**src/rtl/bimodal_pred_pkg.sv**
```systemverilog
// Shared encodings and helpers for the bimodal branch predictor table.
// Index extraction and saturating counter step are width-generic via int arguments.
package bimodal_pred_pkg;

  localparam int DEF_PC_W  = 32;
  localparam int DEF_IDX_W = 4;
  localparam int DEF_CNT_W = 2;

  // Two-bit counter states: strong/weak not-taken, weak/strong taken.
  typedef enum logic [1:0] {
    CNT_SNT = 2'd0,
    CNT_WNT = 2'd1,
    CNT_WT  = 2'd2,
    CNT_ST  = 2'd3
  } cnt2_e;

  localparam logic [1:0] CNT2_SNT = CNT_SNT;
  localparam logic [1:0] CNT2_WNT = CNT_WNT;
  localparam logic [1:0] CNT2_WT  = CNT_WT;
  localparam logic [1:0] CNT2_ST  = CNT_ST;

  // Word-aligned PCs: the two low bits never carry branch identity.
  function automatic logic [31:0] pc_index(input logic [63:0] pc, input int idx_w);
    logic [63:0] mask;
    mask = (64'd1 << idx_w) - 64'd1;
    return 32'((pc >> 2) & mask);
  endfunction

  function automatic logic [31:0] sat_step(input logic [31:0] cnt, input logic up,
                                           input int cnt_w);
    logic [31:0] max_v;
    max_v = (32'd1 << cnt_w) - 32'd1;
    if (up) return (cnt == max_v) ? cnt : cnt + 32'd1;
    else    return (cnt == 32'd0) ? cnt : cnt - 32'd1;
  endfunction

endpackage

```
**src/rtl/bimodal_pred_table_sat_counter.sv**
```systemverilog
// One saturating counter entry of the predictor table; steps up/down when en is set.
module sat_counter
  import bimodal_pred_pkg::*;
#(
  parameter int CNT_W    = DEF_CNT_W,
  parameter int INIT_CNT = 2 ** (CNT_W - 1)
) (
  input  logic             clk,
  input  logic             rst,
  input  logic             en,
  input  logic             dir,
  output logic [CNT_W-1:0] cnt
);

  logic [CNT_W-1:0] cnt_q;
  logic [CNT_W-1:0] cnt_d;

  always_comb begin
    cnt_d = cnt_q;
    if (en) cnt_d = CNT_W'(sat_step(32'(cnt_q), dir, CNT_W));
  end

  always_ff @(posedge clk) begin
    if (rst) cnt_q <= CNT_W'(INIT_CNT);
    else     cnt_q <= cnt_d;
  end

  assign cnt = cnt_q;

endmodule

```
**src/rtl/bimodal_pred_table.sv**
```systemverilog
// Bimodal branch predictor: 2**IDX_W saturating counters, 1-cycle registered lookup, train port.
// Define GSHARE_EN to XOR the index with a global history register (gshare indexing).
module bimodal_pred_table
  import bimodal_pred_pkg::*;
#(
  parameter int PC_W     = DEF_PC_W,
  parameter int IDX_W    = DEF_IDX_W,
  parameter int CNT_W    = DEF_CNT_W,
  parameter int INIT_CNT = 2 ** (CNT_W - 1)
) (
  input  logic             clk,
  input  logic             rst,
  input  logic             req_valid,
  input  logic [PC_W-1:0]  req_pc,
  output logic             pred_valid,
  output logic             pred_taken,
  output logic [CNT_W-1:0] pred_cnt,
`ifdef GSHARE_EN
  output logic [IDX_W-1:0] pred_ghr,
  input  logic [IDX_W-1:0] upd_ghr,
`endif
  input  logic             upd_valid,
  input  logic [PC_W-1:0]  upd_pc,
  input  logic             upd_taken
);

  localparam int DEPTH = 2 ** IDX_W;

  logic [IDX_W-1:0] lk_idx;
  logic [IDX_W-1:0] up_idx;
  logic [CNT_W-1:0] cnt_arr [DEPTH];
  logic [CNT_W-1:0] rd_cnt;

  logic             pred_valid_q;
  logic             pred_taken_q;
  logic [CNT_W-1:0] pred_cnt_q;

`ifdef GSHARE_EN
  logic [IDX_W-1:0] ghr_q;
  logic [IDX_W-1:0] ghr_d;
  logic [IDX_W-1:0] pred_ghr_q;
  logic [IDX_W:0]   ghr_shift;

  // Lookup hashes with the current GHR; update uses the snapshot that travelled with the branch.
  assign lk_idx    = IDX_W'(pc_index(64'(req_pc), IDX_W)) ^ ghr_q;
  assign up_idx    = IDX_W'(pc_index(64'(upd_pc), IDX_W)) ^ upd_ghr;
  assign ghr_shift = {ghr_q, upd_taken};
  assign ghr_d     = ghr_shift[IDX_W-1:0];

  always_ff @(posedge clk) begin
    if (rst) begin
      ghr_q      <= '0;
      pred_ghr_q <= '0;
    end else begin
      if (req_valid) pred_ghr_q <= ghr_q;
      if (upd_valid) ghr_q      <= ghr_d;
    end
  end

  assign pred_ghr = pred_ghr_q;
`else
  assign lk_idx = IDX_W'(pc_index(64'(req_pc), IDX_W));
  assign up_idx = IDX_W'(pc_index(64'(upd_pc), IDX_W));
`endif

  for (genvar i = 0; i < DEPTH; i++) begin : g_entry
    sat_counter #(
      .CNT_W    (CNT_W),
      .INIT_CNT (INIT_CNT)
    ) u_cnt (
      .clk (clk),
      .rst (rst),
      .en  (upd_valid && (up_idx == IDX_W'(i))),
      .dir (upd_taken),
      .cnt (cnt_arr[i])
    );
  end

  // Reads the pre-update counter: a same-cycle update to this entry is not bypassed.
  assign rd_cnt = cnt_arr[lk_idx];

  always_ff @(posedge clk) begin
    if (rst) begin
      pred_valid_q <= 1'b0;
      pred_taken_q <= 1'b0;
      pred_cnt_q   <= '0;
    end else begin
      pred_valid_q <= req_valid;
      if (req_valid) begin
        pred_cnt_q   <= rd_cnt;
        pred_taken_q <= rd_cnt[CNT_W-1];
      end
    end
  end

  assign pred_valid = pred_valid_q;
  assign pred_taken = pred_taken_q;
  assign pred_cnt   = pred_cnt_q;

endmodule

```
**config.mk**
```make
export PLATFORM = sky130hd
export DESIGN_NAME = bimodal_pred_table
export DESIGN_NICKNAME = d
export VERILOG_FILES = /design/src/rtl/bimodal_pred_pkg.sv /design/src/rtl/bimodal_pred_table_sat_counter.sv /design/src/rtl/bimodal_pred_table.sv
export SDC_FILE = /design/constraint.sdc
export NUM_CORES = 1
export LEC_CHECK = 0
export CORE_MARGIN = 3
export CORE_UTILIZATION = 49
export CTS_CLUSTER_DIAMETER = 150
export CTS_CLUSTER_SIZE = 10
export DETAILED_ROUTE_END_ITERATION = 10
export PLACE_DENSITY_LB_ADDON = 0.25
export REMOVE_ABC_BUFFERS = 1
export SLEW_MARGIN = 20
export SYNTH_ARGS = -nofsm -noshare
export SYNTH_HDL_FRONTEND = slang
export SYNTH_SLANG_ARGS = --single-unit
export TNS_END_PERCENT = 100
```
**constraint.sdc**
```tcl
create_clock -name clk -period 3.85 [get_ports clk]
set_input_delay 0.77 -clock clk [delete_from_list [all_inputs] [get_ports clk]]
set_output_delay 0.77 -clock clk [all_outputs]
set_load 0.02 [all_outputs]
```
# Word-level counts from Yosys, hierarchy flattened
# Cells that the tools add are included.
# totals
regBits	36
output_inout_bits	4
wordCells	216
# op_classes
addsub	32
n_lt_le_gt_ge	1
n_eq_ne	63
mux	51
bitwise_logic	1
reduce_logical	49
# ops
cell	count
$mux W2	50
$ne A2 B2 Y1 const B	32
$reduce_and A3 Y1	16
$add A2 B1 Y2 const B	16
$eq A2 B2 Y1 const B	16
$eq A4 B4 Y1 const B	8
$logic_not A2 Y1	16
$sub A2 B1 Y2 const B	16
$eq A4 B3 Y1 const B	4
$logic_and A1 B1 Y1	16
$bmux W2 S4	1
$eq A4 B2 Y1 const B	2
$ge A5 B5 Y1 const B	1
$not A4 Y5	1
$eq A4 B1 Y1 const B	1
$logic_not A4 Y1	1

# Logic depth before layout (Yosys ltp)
# logic_depth
ltp_word	4
mapped_depth	6

# Modules after synthesis
# From an unflattened synthesis, not the netlist that was laid out.
# unflattened
cells_unflattened	248
hier_area_um2	2244.7
# by_module_without_submodules
mod	n_inst	cells_each	area_each_um2	seq_area_each_um2
sat_counter	16	11	107.6	40.0
bimodal_pred_table	1	72	523.0	60.1

# Worst setup path after synthesis
# Ideal clock, no wire load.
# synth_path
path_type	input port to flip-flop
from	in upd_pc[5]
to	reg g_entry[5].u_cnt.cnt_q[1]
arrival_ns	1.799
required_ns	3.731
setup_slack_ns	1.932
stages	5
path_buffers	1
cell_sequence	buf_4 -> or3b_4 -> or3_1 -> a21oi_1 -> o21bai_1
# synth_via
elab_chain_cells	3
# synth_rtl
element	line_no	rtl
start, declared	bimodal_pred_table.sv:23	input logic [PC_W-1:0] upd_pc,
$eq A4 B3 Y1	bimodal_pred_table.sv:73	.en (upd_valid && (up_idx == IDX_W'(i))),
$logic_and A1 B1 Y1	bimodal_pred_table.sv:73	
$reduce_and A3 Y1 (no line)	--	
end signal, assigned	bimodal_pred_table_sat_counter.sv:24	if (rst) cnt_q <= CNT_W'(INIT_CNT);
end signal, assigned	bimodal_pred_table_sat_counter.sv:25	else cnt_q <= cnt_d;
end, declared	bimodal_pred_table_sat_counter.sv:15	logic [CNT_W-1:0] cnt_q;
# Every way passes these cells.
# A chain may end at the register's enable or synchronous reset.

# Final worst setup path
# layout_path
from	in upd_taken
to	reg g_entry[7].u_cnt.cnt_q[0]
# layout_via
elab_chain_cells	2
# layout_rtl
element	line_no	rtl
start, declared	bimodal_pred_table.sv:24	input logic upd_taken
$ne A2 B2 Y1 (no line)	--	
$reduce_and A3 Y1 (no line)	--	
end signal, assigned	bimodal_pred_table_sat_counter.sv:24	
end signal, assigned	bimodal_pred_table_sat_counter.sv:25	
end, declared	bimodal_pred_table_sat_counter.sv:15	
# Parallel ways exist; a longest one is shown, timed or not.

==> impl_metrics.json <==
{
  "crit_path_start_kind": "primary input",
  "critPathMaxFanout": 25,
  "maxSlewViolCount": 0,
  "final_cell_mix": "35 x dfxtp_1, 33 x a21oi_1, 29 x nand2_1",
  "setup_viol": 0,
  "htree_levels": 2,
  "fp.dieW_um": 71.1,
  "root_buffer": "clkbuf_8",
  "postCtsResizedCells": 0,
  "place.gp.congestion": 0.829,
  "rows": 23,
  "critical-path-top-delay-family": "buffers and inverters",
  "synth_top_area_cell": "dfxtp_1",
  "p_leak_nw": 0.835,
  "io_pins": 73,
  "utilization_pct": 57.2,
  "cts.sinks": 35,
  "synth.avg_cell_area_um2": 7.95,
  "routed-wl-met3_um": 196,
  "seq_area_frac_synth_pct": 33.8,
  "drive_above_1_share_pct": 9.63,
  "cts_hold_buf": 0,
  "synth_area_leaders": "dfxtp_1 34%, a21oi_1 8.0%, mux2i_1 7.7%, nand2_1 5.2%, o21bai_1 4.0%",
  "viasPerCell": 5.95,
  "synth_edf_count": 0,
  "maxCapViolations": 0,
  "path_clk_slew_ns": 0.07,
  "routedWlPerCell_um": 14.1,
  "clockBufferDepth": 2,
  "vias": 1904,
  "yosysWarnings": 0,
  "crit_chain": "clkdlybuf4s50_1 > inv_1 > nor4_1 > o21ai_0 > a21oi_1",
  "powerDensity_nw_per_um2": 358,
  "hpwlAfterDp_um": 3090,
  "hold_viol_final": 0,
  "die_h_um": 71.1,
  "start_util_pct": 51.2,
  "holdCritPathClass": "flip-flop to flip-flop",
  "crit_start": "upd_taken",
  "synthDistinctLibCells": 34,
  "coreArea_um2": 4060,
  "path_class": "primary input to flip-flop",
  "io_buffers": 16,
  "async_flop_share_pct": 0,
  "fin_crit_sh_pct": 66.2,
  "grt_pass1_vias": 1608,
  "cts_buffers": 5,
  "ys.flop_type": "dfxtp_1",
  "drtAntennaViolNets": 0,
  "hold_slack_ns": 0.472,
  "synth_cells": 261,
  "period_minus_slack_ns": 2.55,
  "drtIter0Drc": 165,
  "clk_latency_ns": 0.28,
  "critPathRequiredTime_ns": 4.06,
  "drcViolationCount": 0,
  "status": "complete, no violations",
  "area_growth_syn_to_layout_pct": 11.9,
  "fin_worst_skew_ns": 0.00954,
  "antenna_found_initial": 0,
  "r2r-start": "g_entry[7].u_cnt.cnt[0]",
  "met1_length_um": 2260,
  "rsz0062_at_grt": "false",
  "num-fill-cells": 372,
  "crit_arrival_ns": 2.76,
  "met2RoutedLength_um": 2030,
  "drt_wl_total_um": 4510,
  "critPathCaptureType": "flip-flop",
  "grt_overflow_total": 0,
  "track_usage_pct": 18.6,
  "grt_pass1_wl_um": 7560,
  "top_layer": "met4",
  "synth-seq-cells": 35,
  "slowest_delay_ns": 1.00,
  "ir_worst_vdd_uv": 196,
  "cts_tree": "yes",
  "dieArea_um2": 5050,
  "worst_pin_slew_ns": 0.973,
  "nets": 338,
  "post_cts_buffers": 0,
  "yosys.area.top_type_share_pct": 33.8,
  "fmaxAchievable_mhz": 392,
  "layout_commonest_cell": "dfxtp_1",
  "insertedDiodeCount": 0,
  "netlist_area_um2": 2080,
  "tns_ns": 0,
  "drt-pass1-iter-count": 5,
  "grt_max_degree": 27,
  "slew_headroom_pct": 34.9,
  "slowest_stage": "clkdlybuf4s50_1",
  "hp-start": "pred_cnt[0]",
  "crit_buf_inv": 2
}
==> metrics by stage <==
step / total power [mW] / std cells / setup slack, ns / instance area (µm²)
floorplan: 0.518 / 242 / 1.92 / 1990
global placement: 0.582 / 312 / 1.02 / 2240
detailed placement: 0.585 / 312 / 1.05 / 2240
finish: 0.832 / 320 / 1.30 / 2320
CTS: 0.842 / 320 / 1.34 / 2320
global route: 0.878 / 320 / 1.16 / 2320
==> kinds of logic (layout without fill, tap and decap cells) <==
family	after synthesis	after routing	synth area share (%)
multiplexers	16	16	7.72
AO/OA/AOI/OAI	86	86	26.7
flip-flops	35	35	33.8
AND/OR/NAND/NOR	104	104	27.3
buffers and inverters	20	29	4.52
==> final cells by class <==
type | count | area [µm²] | area share (%)
Clock inverter | 3 | 15.0 | 0.647
Timing Repair Buffer | 20 | 190 | 8.19
Clock buffer | 5 | 68.8 | 2.96
Multi-Input combinational cell | 206 | 1280 | 55.2
Inverter | 1 | 3.75 | 0.162
Sequential cell | 35 | 701 | 30.2
Tap cell | 50 | 62.6 | 2.69
==> worst min-delay path, stage by stage (launching register included) <==
cell     delay, ns
dfxtp_1       0.33
nand2_1       0.06
nand3_1       0.06
==> cell usage after synthesis, types with 6 or more instances <==
cell       n
a21oi_1   33
a311oi_1   9
a31oi_1    6
buf_2      6
clkbuf_1   9
dfxtp_1   35
mux2i_1   16
nand2_1   29
nand2b_1  13
nand3_1    9
nor2_1    10
nor3_1     6
o21ai_0    6
o21bai_1  11
or2_2      9
or3_1      8
==> flip-flops by register name, summed over array words and instances (netlist names) <==
| name | flops |
|---|---|
| pred_valid | 1 |
| pred_taken | 1 |
| g_entry.u_cnt.cnt | 32 |
| pred_cnt | 1 |
==> routing by layer <==
metal  up-vias  global-route usage [%]
met5         -                       0
met4         0                    5.43
met3         2                    4.55
met2        38                    27.9
met1       873                    26.5
li1        991                       -
==> power by group <==
| group | switching, mW | internal (mW) | leakage, nW | total, mW |
|---|---|---|---|---|
| Clock | 0.130 | 0.124 | 0.0477 | 0.254 |
| Combinational | 0.0805 | 0.0755 | 0.501 | 0.156 |
| Sequential | 0.0309 | 0.391 | 0.286 | 0.422 |
==> worst paths after layout <==
kind | end | slack [ns] | cells after the start
hold / removal | pred_cnt[0] | 0.47 | 2
setup reg to reg | g_entry[7].u_cnt.cnt[0] | 2.72 | 3
hold reg to reg | pred_cnt[0] | 0.47 | 2
setup / recovery | g_entry[7].u_cnt.cnt[0] | 1.30 | 5
Note: power is estimated with default switching activity, not from simulation.
